## src/rtl/wb_timer_pkg.sv

```systemverilog
// Shared register offsets, CTRL bit layout and byte-lane helper for the Wishbone timer.
package wb_timer_pkg;

    localparam logic [4:0] TMR_CTRL   = 5'h00;
    localparam logic [4:0] TMR_PRESC  = 5'h04;
    localparam logic [4:0] TMR_COUNT  = 5'h08;
    localparam logic [4:0] TMR_CMP    = 5'h0C;
    localparam logic [4:0] TMR_STATUS = 5'h10;

    localparam int CTRL_EN     = 0;
    localparam int CTRL_IRQ_EN = 1;
    localparam int CTRL_RELOAD = 2;

    typedef struct packed {
        logic reload;
        logic irq_en;
        logic en;
    } tmr_ctrl_t;

    // Replace only the byte lanes selected by sel, keeping the rest of old_val.
    function automatic logic [31:0] byte_merge(
        input logic [31:0] old_val,
        input logic [31:0] new_val,
        input logic [3:0]  sel
    );
        logic [31:0] res;
        res = old_val;
        for (int b = 0; b < 4; b++) begin
            if (sel[b]) begin
                res[8*b +: 8] = new_val[8*b +: 8];
            end else begin
                res[8*b +: 8] = old_val[8*b +: 8];
            end
        end
        return res;
    endfunction

endpackage

```

## src/rtl/timer_prescaler.sv

```systemverilog
// Clock divider for the timer: one-cycle tick every presc+1 enabled clocks.
module timer_prescaler #(
    parameter int PRESC_W = 16
) (
    input  logic               clk,
    input  logic               rst,
    input  logic               en,
    input  logic [PRESC_W-1:0] presc,
    input  logic               clr,
    output logic               tick
);

    localparam logic [PRESC_W-1:0] PCNT_ONE = {{(PRESC_W-1){1'b0}}, 1'b1};

    logic [PRESC_W-1:0] pcnt_r;
    logic               hit_s;

    // Terminal-count detect; a clear in the same cycle takes priority over the tick.
    always_comb begin
        hit_s = 1'b0;
        if (en && !clr && (pcnt_r == presc)) begin
            hit_s = 1'b1;
        end else begin
            hit_s = 1'b0;
        end
    end

    assign tick = hit_s;

    // Prescaler counter: held at zero while disabled or cleared, wraps on tick.
    always_ff @(posedge clk) begin
        if (rst) begin
            pcnt_r <= '0;
        end else if (!en || clr || hit_s) begin
            pcnt_r <= '0;
        end else begin
            pcnt_r <= pcnt_r + PCNT_ONE;
        end
    end

endmodule

```

## src/rtl/wb_timer.sv

```systemverilog
// Wishbone timer/compare slave: prescaled tick counter with sticky match and level interrupt.
module wb_timer
    import wb_timer_pkg::*;
#(
    parameter int PRESC_W        = 16,
    parameter int BASE_MASK_BITS = 5
) (
    input  logic        wb_clk_i,
    input  logic        wb_rst_i,
    input  logic [31:0] wb_adr_i,
    input  logic [31:0] wb_dat_i,
    output logic [31:0] wb_dat_o,
    input  logic        wb_we_i,
    input  logic [3:0]  wb_sel_i,
    input  logic        wb_cyc_i,
    input  logic        wb_stb_i,
    output logic        wb_ack_o,
    output logic        wb_err_o,
    output logic        wb_stall_o,
    output logic        irq_o
);

    logic [BASE_MASK_BITS-1:0] offset_s;
    logic                      unused_adr_s;
    logic                      req_s;
    logic                      wr_s;
    logic                      mapped_s;
    logic                      wr_ctrl_s;
    logic                      wr_presc_s;
    logic                      wr_count_s;
    logic                      wr_cmp_s;
    logic                      w1c_s;
    logic [31:0]               rd_val_s;
    logic [31:0]               merged_s;
    logic [31:0]               nxt_cnt_s;
    logic                      tick_s;
    logic                      hit_s;

    tmr_ctrl_t                 ctrl_r;
    tmr_ctrl_t                 ctrl_nxt_s;
    logic [PRESC_W-1:0]        presc_r;
    logic [PRESC_W-1:0]        presc_nxt_s;
    logic [31:0]               count_r;
    logic [31:0]               count_nxt_s;
    logic [31:0]               cmp_r;
    logic [31:0]               cmp_nxt_s;
    logic                      match_r;
    logic                      match_nxt_s;
    logic                      irq_r;
    logic                      ack_r;
    logic                      err_r;
    logic [31:0]               dat_r;

    // Word-aligned offset inside the window; the remaining address bits belong to the crossbar.
    assign offset_s     = {wb_adr_i[BASE_MASK_BITS-1:2], 2'b00};
    assign unused_adr_s = &{1'b0, wb_adr_i[31:BASE_MASK_BITS], wb_adr_i[1:0]};

    // Register readback mux; also flags offsets that have no register behind them.
    always_comb begin
        rd_val_s = 32'd0;
        mapped_s = 1'b1;
        case (offset_s)
            TMR_CTRL:   rd_val_s = {29'd0, ctrl_r};
            TMR_PRESC:  rd_val_s = {{(32-PRESC_W){1'b0}}, presc_r};
            TMR_COUNT:  rd_val_s = count_r;
            TMR_CMP:    rd_val_s = cmp_r;
            TMR_STATUS: rd_val_s = {31'd0, match_r};
            default: begin
                rd_val_s = 32'd0;
                mapped_s = 1'b0;
            end
        endcase
    end

    assign req_s      = wb_cyc_i & wb_stb_i;
    assign wr_s       = req_s & wb_we_i & mapped_s & (|wb_sel_i);
    assign wr_ctrl_s  = wr_s & (offset_s == TMR_CTRL);
    assign wr_presc_s = wr_s & (offset_s == TMR_PRESC);
    assign wr_count_s = wr_s & (offset_s == TMR_COUNT);
    assign wr_cmp_s   = wr_s & (offset_s == TMR_CMP);
    assign w1c_s      = wr_s & (offset_s == TMR_STATUS) & wb_sel_i[0] & wb_dat_i[0];
    assign merged_s   = byte_merge(rd_val_s, wb_dat_i, wb_sel_i);

    timer_prescaler #(
        .PRESC_W (PRESC_W)
    ) u_presc (
        .clk   (wb_clk_i),
        .rst   (wb_rst_i),
        .en    (ctrl_r.en),
        .presc (presc_r),
        .clr   (wr_presc_s),
        .tick  (tick_s)
    );

    // A CPU write to COUNT swallows a coincident tick, so no compare happens for it.
    assign nxt_cnt_s = count_r + 32'd1;
    assign hit_s     = tick_s & ~wr_count_s & (nxt_cnt_s == cmp_r);

    // Next-state for the programmable registers and the count/compare engine.
    always_comb begin
        ctrl_nxt_s  = ctrl_r;
        presc_nxt_s = presc_r;
        cmp_nxt_s   = cmp_r;
        count_nxt_s = count_r;
        match_nxt_s = match_r;

        if (wr_ctrl_s) begin
            ctrl_nxt_s.en     = merged_s[CTRL_EN];
            ctrl_nxt_s.irq_en = merged_s[CTRL_IRQ_EN];
            ctrl_nxt_s.reload = merged_s[CTRL_RELOAD];
        end else begin
            ctrl_nxt_s = ctrl_r;
        end

        if (wr_presc_s) begin
            presc_nxt_s = merged_s[PRESC_W-1:0];
        end else begin
            presc_nxt_s = presc_r;
        end

        if (wr_cmp_s) begin
            cmp_nxt_s = merged_s;
        end else begin
            cmp_nxt_s = cmp_r;
        end

        if (wr_count_s) begin
            count_nxt_s = merged_s;
        end else if (hit_s && ctrl_r.reload) begin
            count_nxt_s = 32'd0;
        end else if (tick_s) begin
            count_nxt_s = nxt_cnt_s;
        end else begin
            count_nxt_s = count_r;
        end

        // Set beats a coincident write-1-to-clear so a fresh match is never lost.
        if (hit_s) begin
            match_nxt_s = 1'b1;
        end else if (w1c_s) begin
            match_nxt_s = 1'b0;
        end else begin
            match_nxt_s = match_r;
        end
    end

    // State and bus-response registers; irq is registered alongside MATCH.
    always_ff @(posedge wb_clk_i) begin
        if (wb_rst_i) begin
            ctrl_r  <= '0;
            presc_r <= '0;
            count_r <= 32'd0;
            cmp_r   <= 32'd0;
            match_r <= 1'b0;
            irq_r   <= 1'b0;
            ack_r   <= 1'b0;
            err_r   <= 1'b0;
            dat_r   <= 32'd0;
        end else begin
            ctrl_r  <= ctrl_nxt_s;
            presc_r <= presc_nxt_s;
            count_r <= count_nxt_s;
            cmp_r   <= cmp_nxt_s;
            match_r <= match_nxt_s;
            irq_r   <= match_nxt_s & ctrl_nxt_s.irq_en;
            ack_r   <= wb_cyc_i & req_s & mapped_s;
            err_r   <= wb_cyc_i & req_s & ~mapped_s;
            dat_r   <= (req_s & mapped_s) ? rd_val_s : 32'd0;
        end
    end

    assign wb_dat_o   = dat_r;
    assign wb_ack_o   = ack_r;
    assign wb_err_o   = err_r;
    assign wb_stall_o = 1'b0;
    assign irq_o      = irq_r;

endmodule

```

## config.mk

```make
export PLATFORM = sky130hd
export DESIGN_NAME = wb_timer
export DESIGN_NICKNAME = d
export VERILOG_FILES = /design/src/rtl/wb_timer_pkg.sv /design/src/rtl/timer_prescaler.sv /design/src/rtl/wb_timer.sv
export SDC_FILE = /design/constraint.sdc
export NUM_CORES = 1
export LEC_CHECK = 0
export ABC_AREA = 1
export BUFFER_PORTS_ARGS = -buffer_cell sky130_fd_sc_hd__buf_2
export CORE_ASPECT_RATIO = 0.7
export CORE_MARGIN = 4
export CORE_UTILIZATION = 50
export CTS_BUF_LIST = sky130_fd_sc_hd__clkbuf_16
export DETAILED_ROUTE_END_ITERATION = 16
export MAX_ROUTING_LAYER = met4
export PLACE_DENSITY_LB_ADDON = 0.15
export SETUP_SLACK_MARGIN = 0.4
export SLEW_MARGIN = 0
export SYNTH_ARGS = -nofsm -noshare
export SYNTH_HDL_FRONTEND = slang
export SYNTH_SLANG_ARGS = --single-unit
```

## constraint.sdc

```tcl
create_clock -name wb_clk_i -period 7.4 [get_ports wb_clk_i]
set_input_delay 1.48 -clock wb_clk_i [delete_from_list [all_inputs] [get_ports wb_clk_i]]
set_output_delay 1.48 -clock wb_clk_i [all_outputs]
set_load 0.01 [all_outputs]
```

==> impl_metrics.toml, run 1 <==
[finish]
mostFrequentLayoutCells = "440 x sky130_fd_sc_hd__nand2_1, 185 x sky130_fd_sc_hd__inv_1, 139 x sky130_fd_sc_hd__nor2_1, 135 x sky130_fd_sc_hd__dfxtp_1, 89 x sky130_fd_sc_hd__nand3_1"
finish.instance_area_um2 = 8930
post_route_cells_drive_above_1_share_pct = 11.0
layout_commonest_cell = "sky130_fd_sc_hd__nand2_1"
antennaDiodeCount = 0
flow.area_growth_from_synthesis_pct = 13.0
final_net_count = 1432

[power_and_ir_drop]
ir_drop_v = 0.000122
p_leak_nw = 4.32
p_per_area_nw_per_um2 = 180

[place]
port-buffer-count = 78
placement_stage_worst_setup_slack_ns = 2.30
dpl-instance-area_um2 = 8390
finalWeightedCongestion = 0.980
post-dp-hpwl_mm = 16.5

[cts]
cts.sink_count = 135
cts.repair_timing.setup_buffer_count = 0
ctsHtreeMaxLevel = 4
post_cts.resized_instances = 0
cts-hold-fix-buffers = 0
worst_setup_hold_path_clk_slew_ns = 0.06
cts_tree = "done"
cell_at_the_root_of_the_clock_tree = "sky130_fd_sc_hd__clkbuf_16"
worst_skew_pair.late_latency_ns = 0.44
cts_made_buffers = 17
maximum_count_of_clock_buffers_along_a_single_path = 2

[grt]
grt_pass1_vias = 7190
grt_start_max_net_pins = 52
overflow = 0
grt_pass1_wl_mm = 36.9
groute.usage.overall_pct = 26.8
initial_antenna_violation_count = 0

[synth]
netlist_area_um2 = 7900
synthesis.nets = 1375
avgSynthCellArea_um2 = 6.08
post_synth_edffs = 0
synth_area_leaders = "sky130_fd_sc_hd__dfxtp_1 34%, sky130_fd_sc_hd__nand2_1 21%, sky130_fd_sc_hd__inv_1 8.7%, sky130_fd_sc_hd__nor2_1 6.7%, sky130_fd_sc_hd__nand3_1 5.6%"
synthFlopType = "sky130_fd_sc_hd__dfxtp_1"
yosys_register_bits = 135
async_flop_share_pct = 0
synth_cells = 1300
synth-seq-area-share_pct = 34.2
synth.largest_area_cell = "sky130_fd_sc_hd__dfxtp_1"
post-synth-top-area-fraction_pct = 34.2
yosys_warnings = 0
synth.lib_cells_used.distinct = 46

[drt]
first_pass_iters = 5
wl_per_cell_um = 14.8
detail-route-antenna-nets = 0
detailroute.via_count = 8124
route.final.wire_length_mm = 23.2
vias_per_cell = 5.18
route.detailed.drc = 0
drt_iter0_drc = 790

[setup_path]
path_cells = "buf_2, inv_1, nand3_1, nor2_1, nor2_1, nand4_1, buf_4, nor2_1, nand3_1, nor2_2, nand4_2, nand2_1, nand3_1, nand2_1, inv_1"
worstReg2RegEnd = "count_r[0]"
crit-reg2reg-launch = "count_r[0]"
setup.reg_to_reg.worst_slack_ns = 3.72
critPathSlowestCell = "sky130_fd_sc_hd__nor2_1"
r2r.worst_path.cells = 18
worst-endpoint-required_ns = 7.78
buffers_inverters_on_critical_path = 4
crit_path_max_fanout = 33
critical-path-top-delay-family = "simple AND/OR/NAND/NOR gates"
critical_path.max_stage_delay_ns = 0.97
worst-setup-path-type = "in2reg"
critical_path.endpoint_type = "flop"
worstPathArrival_ns = 5.17
startpoint_type = "input port"

[timing]
final_min_period_over_clock_period_pct = 64.8
fin_tns_setup_ns = 0
timing.final.hold_violations = 0
rsz0062_at_grt = "false"
achievable-frequency_mhz = 208
report.final.setup_viol = 0
max_slew_margin_pct = 25.4
tightestPinTransition_ns = 1.12
worst_clock_skew_ns = 0.0131
min_period_ns = 4.80
final.setup.worst_slack_ns = 2.60
slew_viol_final = 0

[hold_path]
holdCritStartpoint = "u_presc.pcnt_r[0]"
whs_endpoint = "u_presc.pcnt_r[0]"
hold_class = "reg2reg"
worstHoldPathCells = 1

[die]
die-width_um = 158
rows = 38
placeable_core_region_um2 = 15500
die_area_um2 = 17900
floorplan.initialDensity_pct = 51.0
boundaryPins = 109
die_height_um = 113

[status]
outcome = "finished, final reports clean"

[run]
max_cap_violations = 0
[metrics by stage]
stage                     instances  utilization (%)  hold WS [ns]  power, W
after global placement         1538             54.1         0.458  0.000824
final                          1569             57.6         0.473   0.00161
after CTS                      1569             57.6         0.482   0.00161
after detailed placement       1538             54.1         0.466  0.000825
after floorplan                1300                -         0.440  0.000794
after global routing           1569             57.6         0.518   0.00165
[cell usage after synthesis, types with 2 or more instances]
master and number:
sky130_fd_sc_hd__nand2_1 440, sky130_fd_sc_hd__inv_1 184, sky130_fd_sc_hd__nor2_1 140, sky130_fd_sc_hd__dfxtp_1 135, sky130_fd_sc_hd__nand3_1 89, sky130_fd_sc_hd__o21ai_0 70
sky130_fd_sc_hd__a21oi_1 62, sky130_fd_sc_hd__clkbuf_1 30, sky130_fd_sc_hd__or2_2 16, sky130_fd_sc_hd__o221ai_1 14, sky130_fd_sc_hd__a22oi_1 13, sky130_fd_sc_hd__xor2_1 11
sky130_fd_sc_hd__nand3b_1 9, sky130_fd_sc_hd__nor3_1 7, sky130_fd_sc_hd__buf_1 6, sky130_fd_sc_hd__nor2_2 6, sky130_fd_sc_hd__buf_2 5, sky130_fd_sc_hd__clkinv_1 5
sky130_fd_sc_hd__nand4_1 5, sky130_fd_sc_hd__nor2_4 5, sky130_fd_sc_hd__a211oi_1 4, sky130_fd_sc_hd__o22ai_1 4, sky130_fd_sc_hd__a31oi_1 3, sky130_fd_sc_hd__buf_6 3
sky130_fd_sc_hd__inv_2 3, sky130_fd_sc_hd__nand2_2 3, sky130_fd_sc_hd__nor3b_1 3, sky130_fd_sc_hd__xnor2_1 3, sky130_fd_sc_hd__ha_1 2, sky130_fd_sc_hd__nor4_1 2
sky130_fd_sc_hd__o21ai_1 2, sky130_fd_sc_hd__xnor3_1 2
[area by class of cell]
type	count	area, um^2
clock buffer	17	425
timing repair buffer	84	435
clock inverter	14	113
sequential	135	2700
tap	200	250
multi-input combinational	927	4280
inverter	192	721
fill	1553	6570
[worst max path at each step]
| stage | from | endpoint | slack (ns) | cells after the start |
|---|---|---|---|---|
| after detailed placement | wb_sel_i[2] | count_r[17] | 2.30 | 16 |
| after CTS | wb_sel_i[2] | count_r[0] | 2.71 | 16 |
| after global routing | wb_sel_i[2] | count_r[6] | 2.31 | 16 |
| final | wb_adr_i[4] | count_r[0] | 2.60 | 15 |
| after floorplan | wb_sel_i[0] | count_r[10] | 4.16 | 16 |
| after global placement | wb_sel_i[2] | count_r[17] | 2.38 | 16 |
[power by group]
group | leakage (nW) | switching, W | internal, W
logic | 2.97 | 0.0000550 | 0.0000223
registers | 1.09 | 0.00000306 | 0.000730
clock network | 0.267 | 0.000339 | 0.000456
total | 4.32 | 0.000397 | 0.00121
[sequential cells by signal, indices dropped and copies added, names as in the netlist]
register        cells
cmp_r              32
count_r            32
wb_dat_o           32
presc_r            16
u_presc.pcnt_r     16
ctrl_r              3
irq_o               1
match_r             1
wb_ack_o            1
wb_err_o            1
[per-layer routing]
metal | track usage, % | part of all wire (%)
met1 | 40.6 | 50
met2 | 35.5 | 40
met3 | 6.15 | 8.9
met4 | 6.82 | 1.2
met5 | - | 0
[kinds of logic (layout without fill, tap and decap cells)]
family | Yosys count | in the layout | share of synthesized area [%]
and+or+nand+nor | 731 | 731 | 38.9
buffers and inverters | 238 | 307 | 11.7
AOI/OAI and AO/OA | 177 | 177 | 12.7
DFF | 135 | 135 | 34.2
xor gates and xnor gates | 16 | 16 | 2.12
adders and majority gates | 2 | 2 | 0.317
other | 1 | 1 | 0.0475
Note: power is estimated with default switching activity, not from simulation.
==> run 2, diff against run 1 <==
==> constraint.sdc (replaced) <==
create_clock -name wb_clk_i -period 4.4 [get_ports wb_clk_i]
set_input_delay 0.88 -clock wb_clk_i [delete_from_list [all_inputs] [get_ports wb_clk_i]]
set_output_delay 0.88 -clock wb_clk_i [all_outputs]
set_load 0.01 [all_outputs]
==> impl_metrics.toml, run 2 (synthesis results as in run 1) <==
[finish]
num-fill-cells = 1551
mostFrequentLayoutCells = "440 x sky130_fd_sc_hd__nand2_1, 184 x sky130_fd_sc_hd__inv_1, 139 x sky130_fd_sc_hd__nor2_1, 135 x sky130_fd_sc_hd__dfxtp_1, 89 x sky130_fd_sc_hd__nand3_1"
final_net_count = 1440
finish.instance_area_um2 = 9090
layout_commonest_cell = "sky130_fd_sc_hd__nand2_1"
flow.area_growth_from_synthesis_pct = 15.0
antennaDiodeCount = 0
post_route_cells_drive_above_1_share_pct = 11.7

[setup_path]
cp_num_cells = 18
path_cells = "nand2_1, nor2_1, nand2_1, nor2_2, nand2_1, nand2_1, nand2_1, nand2_1, nand2_1, nor2_1, nand2_1, nor2_2, nand4_2, buf_12, nand2_1, nand3_1, nand2_1, inv_1"
buffers_inverters_on_critical_path = 2
startpoint_type = "flop"
crit_path_max_fanout = 21
worst-endpoint-required_ns = 4.72
critical-path-top-delay-family = "simple AND/OR/NAND/NOR gates"
critical_path.max_stage_delay_ns = 0.45
worst-setup-path-type = "reg2reg"
worstPathArrival_ns = 3.56
r2r.worst_path.cells = 18
critical_path.endpoint_type = "flop"
crit-reg2reg-launch = "count_r[7]"
critPathMostFrequentCell = "sky130_fd_sc_hd__nand2_1"
critPathSlowestCell = "sky130_fd_sc_hd__dfxtp_1"
critical_path.startpoint = "count_r[7]"

[die]
boundaryPins = 109
die_area_um2 = 17900
floorplan.initialDensity_pct = 51.0
placeable_core_region_um2 = 15500
rows = 38
die_height_um = 113
die-width_um = 158

[timing]
worst_clock_skew_ns = 0.0153
achievable-frequency_mhz = 308
report.final.setup_viol = 0
final_min_period_over_clock_period_pct = 73.8
max_slew_margin_pct = 54.6
tightestPinTransition_ns = 0.674
slew_viol_final = 0
min_period_ns = 3.25
timing.final.hold_violations = 0
fin_tns_setup_ns = 0
rsz0062_at_grt = "false"
whs_ns = 0.471

[power_and_ir_drop]
p_per_area_nw_per_um2 = 319
clkPwrFrac_pct = 52.8
switching_share_pct = 23.4
ir_drop_v = 0.000198
power.share.sequential_pct = 42.6
p_comb_share_pct = 4.7
internal_power_w = 0.00222
total_power_w = 0.00290
p_switching_w = 0.000679
p_leak_nw = 4.40

[cts]
ctsHtreeMaxLevel = 4
cts_made_buffers = 17
cts-hold-fix-buffers = 0
cell_at_the_root_of_the_clock_tree = "sky130_fd_sc_hd__clkbuf_16"
cts.sink_count = 135
maximum_count_of_clock_buffers_along_a_single_path = 2
worst_skew_pair.late_latency_ns = 0.43
cts.repair_timing.setup_buffer_count = 0
cts_tree = "done"
worst_setup_hold_path_clk_slew_ns = 0.06
post_cts.resized_instances = 0

[status]
outcome = "finished, final reports clean"

[drt]
detailroute.via_count = 8250
vias_per_cell = 5.23
detail-route-antenna-nets = 0
route.detailed.drc = 0
first_pass_iters = 5
route.final.wire_length_mm = 23.3
drt_iter0_drc = 740
wl_per_cell_um = 14.8

[grt]
grt_pass1_vias = 7386
grt_start_max_net_pins = 52
groute.usage.overall_pct = 27.2
initial_antenna_violation_count = 0
grt_pass1_wl_mm = 37.5
overflow = 0

[place]
port-buffer-count = 78
post-dp-hpwl_mm = 17.0
finalWeightedCongestion = 0.926
dpl-instance-area_um2 = 8460

[hold_path]
holdCritStartpoint = "u_presc.pcnt_r[0]"
hold_class = "reg2reg"
worstHoldPathCells = 1

[run]
max_cap_violations = 0
==> run 2: power groups by stage <==
stage / sequential (W) / clock (W) / combinational, W
global route: 0.00123 / 0.00160 / 0.000148
CTS: 0.00123 / 0.00154 / 0.000133
floorplan: 0.00126 / 0 / 0.0000765
global placement: 0.00126 / 0 / 0.000130
detailed placement: 0.00126 / 0 / 0.000132
finish: 0.00123 / 0.00153 / 0.000135
==> run 2: final timing paths <==
path / slack, ns / to
setup reg to reg: 1.15 / count_r[14]
hold / removal: 0.47 / u_presc.pcnt_r[0]
setup / recovery: 1.15 / count_r[14]
hold reg to reg: 0.47 / u_presc.pcnt_r[0]
==> run 2: stage by stage <==
step                      worst slack [ns]  utilization (%)  cells
after floorplan                       1.76                -   1300
after global placement                1.09             54.6   1546
after detailed placement              1.03             54.6   1546
after CTS                             1.24             58.6   1577
after global routing                 0.872             58.6   1577
final                                 1.15             58.6   1577
==> run 2: per-layer routing <==
layer / vias to the layer above / global-route usage [%] / wire [um]
met5: - / - / 0
met4: 0 / 6.53 / 263
met3: 22 / 4.82 / 2000
met2: 301 / 37.8 / 9420
met1: 3720 / 40.7 / 11600
li1: 4207 / - / -
==> run 2: area by class of cell <==
type	count	area, um^2	area share, %
Tap cell	200	250	2.75
Clock buffer	17	425	4.68
Timing Repair Buffer	92	508	5.59
Clock inverter	14	200	2.20
Inverter	192	721	7.93
Sequential cell	135	2700	29.7
Multi-Input combinational cell	927	4280	47.1
==> run 3, diff against run 2 <==
==> constraint.sdc (replaced) <==
create_clock -name wb_clk_i -period 3 [get_ports wb_clk_i]
set_input_delay 0.6 -clock wb_clk_i [delete_from_list [all_inputs] [get_ports wb_clk_i]]
set_output_delay 0.6 -clock wb_clk_i [all_outputs]
set_load 0.01 [all_outputs]
==> impl_metrics.toml, run 3 (synthesis results as in run 1) <==
[status]
outcome = "finished, final reports clean"

[cts]
cell_at_the_root_of_the_clock_tree = "sky130_fd_sc_hd__clkbuf_16"
worst_setup_hold_path_clk_slew_ns = 0.06
maximum_count_of_clock_buffers_along_a_single_path = 2
cts_made_buffers = 17
cts_tree = "done"
cts.sink_count = 135
ctsHtreeMaxLevel = 4
worst_skew_pair.late_latency_ns = 0.43
cts-hold-fix-buffers = 0

[setup_path]
critPathMostFrequentCell = "sky130_fd_sc_hd__nand2_1"
r2r.worst_path.cells = 18
critPathSlowestCell = "sky130_fd_sc_hd__dfxtp_2"
worstPathArrival_ns = 3.02
worst-endpoint-required_ns = 3.32
critical_path.endpoint_type = "flop"
crit-reg2reg-launch = "count_r[7]"
crit_path_max_fanout = 6
worstReg2RegEnd = "count_r[9]"
worst-setup-path-type = "reg2reg"
startpoint_type = "flop"
setup.reg_to_reg.worst_slack_ns = 0.30
critical_path.max_stage_delay_ns = 0.40
path_cells = "nand2_1, nor2_4, buf_4, nand3_4, o21ai_1, nand2_1, nand2_1, nand2_1, nor2_1, nand2_1, nor2_4, nand4_4, buf_6, clkbuf_16, nand2_2, nand3_2, nand2_1, inv_1"

[place]
post-dp-hpwl_mm = 17.1
port-buffer-count = 78
finalWeightedCongestion = 0.955

[timing]
tightestPinTransition_ns = 0.734
max_slew_margin_pct = 51.0
whs_ns = 0.441
rsz0062_at_grt = "true"
slew_viol_final = 0
achievable-frequency_mhz = 371
final_min_period_over_clock_period_pct = 89.9
min_period_ns = 2.70
fin_tns_setup_ns = 0
report.final.setup_viol = 0
worst_clock_skew_ns = 0.00789
timing.final.hold_violations = 0

[hold_path]
worstHoldPathCells = 3
holdCritStartpoint = "wb_stb_i"
hold_class = "in2reg"
whs_endpoint = "wb_err_o"

[power_and_ir_drop]
p_leak_nw = 5.01
total_power_w = 0.00441
p_per_area_nw_per_um2 = 434
ir_drop_v = 0.000355

[drt]
first_pass_iters = 5
drt_iter0_drc = 903
detail-route-antenna-nets = 0
route.final.wire_length_mm = 25.4
detailroute.via_count = 8681
vias_per_cell = 5.35
wl_per_cell_um = 15.6
route.detailed.drc = 0

[finish]
num-fill-cells = 1388
layout_commonest_cell = "sky130_fd_sc_hd__nand2_1"
flow.area_growth_from_synthesis_pct = 28.6
final_net_count = 1484
final_design_utilization_pct = 65.6
mostFrequentLayoutCells = "390 x sky130_fd_sc_hd__nand2_1, 185 x sky130_fd_sc_hd__inv_1, 117 x sky130_fd_sc_hd__nor2_1, 110 x sky130_fd_sc_hd__dfxtp_1, 78 x sky130_fd_sc_hd__buf_2"
post_route_cells_drive_above_1_share_pct = 23.5
antennaDiodeCount = 0

[die]
placeable_core_region_um2 = 15500
die_height_um = 113
boundaryPins = 109
die_area_um2 = 17900
rows = 38
die-width_um = 158
floorplan.initialDensity_pct = 51.0

[grt]
grt_pass1_vias = 7655
groute.usage.overall_pct = 28.1
initial_antenna_violation_count = 0
grt_pass1_wl_mm = 38.8
overflow = 0
grt_start_max_net_pins = 51

[run]
max_cap_violations = 0
==> run 3: worst max-delay path: cells and delay by family (launching register included) <==
| kind | cells | cell delay, ns |
|---|---|---|
| AND/OR/NAND/NOR | 13 | 1.42 |
| buffers and inverters | 4 | 0.54 |
| flip-flops | 1 | 0.40 |
| AO/OA/AOI/OAI | 1 | 0.22 |
==> run 3: per-stage QoR <==
stage	instances	cell area, um^2	setup WS (ns)
global route	1622	10200	0.144
finish	1622	10200	0.304
CTS	1606	9510	0.397
floorplan	1300	7900	0.642
global placement	1563	8590	0.255
detailed placement	1563	8590	0.208
==> run 3: worst max-delay path by stage <==
| stage | from | endpoint | slack [ns] | depth (start not counted) |
|---|---|---|---|---|
| after global routing | count_r[1] | count_r[20] | 0.14 | 21 |
| after floorplan | wb_sel_i[0] | count_r[10] | 0.64 | 16 |
| final | count_r[7] | count_r[9] | 0.30 | 18 |
| after detailed placement | wb_sel_i[3] | count_r[15] | 0.21 | 17 |
| after CTS | count_r[1] | count_r[16] | 0.40 | 21 |
| after global placement | wb_sel_i[3] | count_r[3] | 0.25 | 17 |
==> run 3: routing by layer <==
layer	wire length, um	part of all wire, %	vias up	global-route usage, %
met3	2800	11	45	6.46
met5	0	0	-	-
met4	405	1.6	0	5.34
li1	-	-	4296	-
met1	11700	46	3918	41.4
met2	10500	41	422	39.4
==> run 3: final cells by class <==
type	instances	area (um^2)	area share, %
repair buffers	136	985	9.69
flip-flops and latches	135	2740	26.9
well taps	200	250	2.46
inverters	192	724	7.13
clock buffers	17	425	4.19
clock inverters	15	235	2.31
multi-input cells	927	4800	47.3
==> run 3: power by group <==
| group | switching (W) | total (W) | internal, W |
|---|---|---|---|
| Sequential | 0.00000750 | 0.00181 | 0.00180 |
| Clock | 0.000832 | 0.00238 | 0.00155 |
| Combinational | 0.000149 | 0.000223 | 0.0000740 |
| Total | 0.000988 | 0.00441 | 0.00342 |
==> run 3: timing repair <==
item                       in CTS  in global routing
pin swaps                       4                 23
cloned                          2                  2
setup endpoints to repair      33                 34
resized for setup              33                148
buffers inserted                9                 14
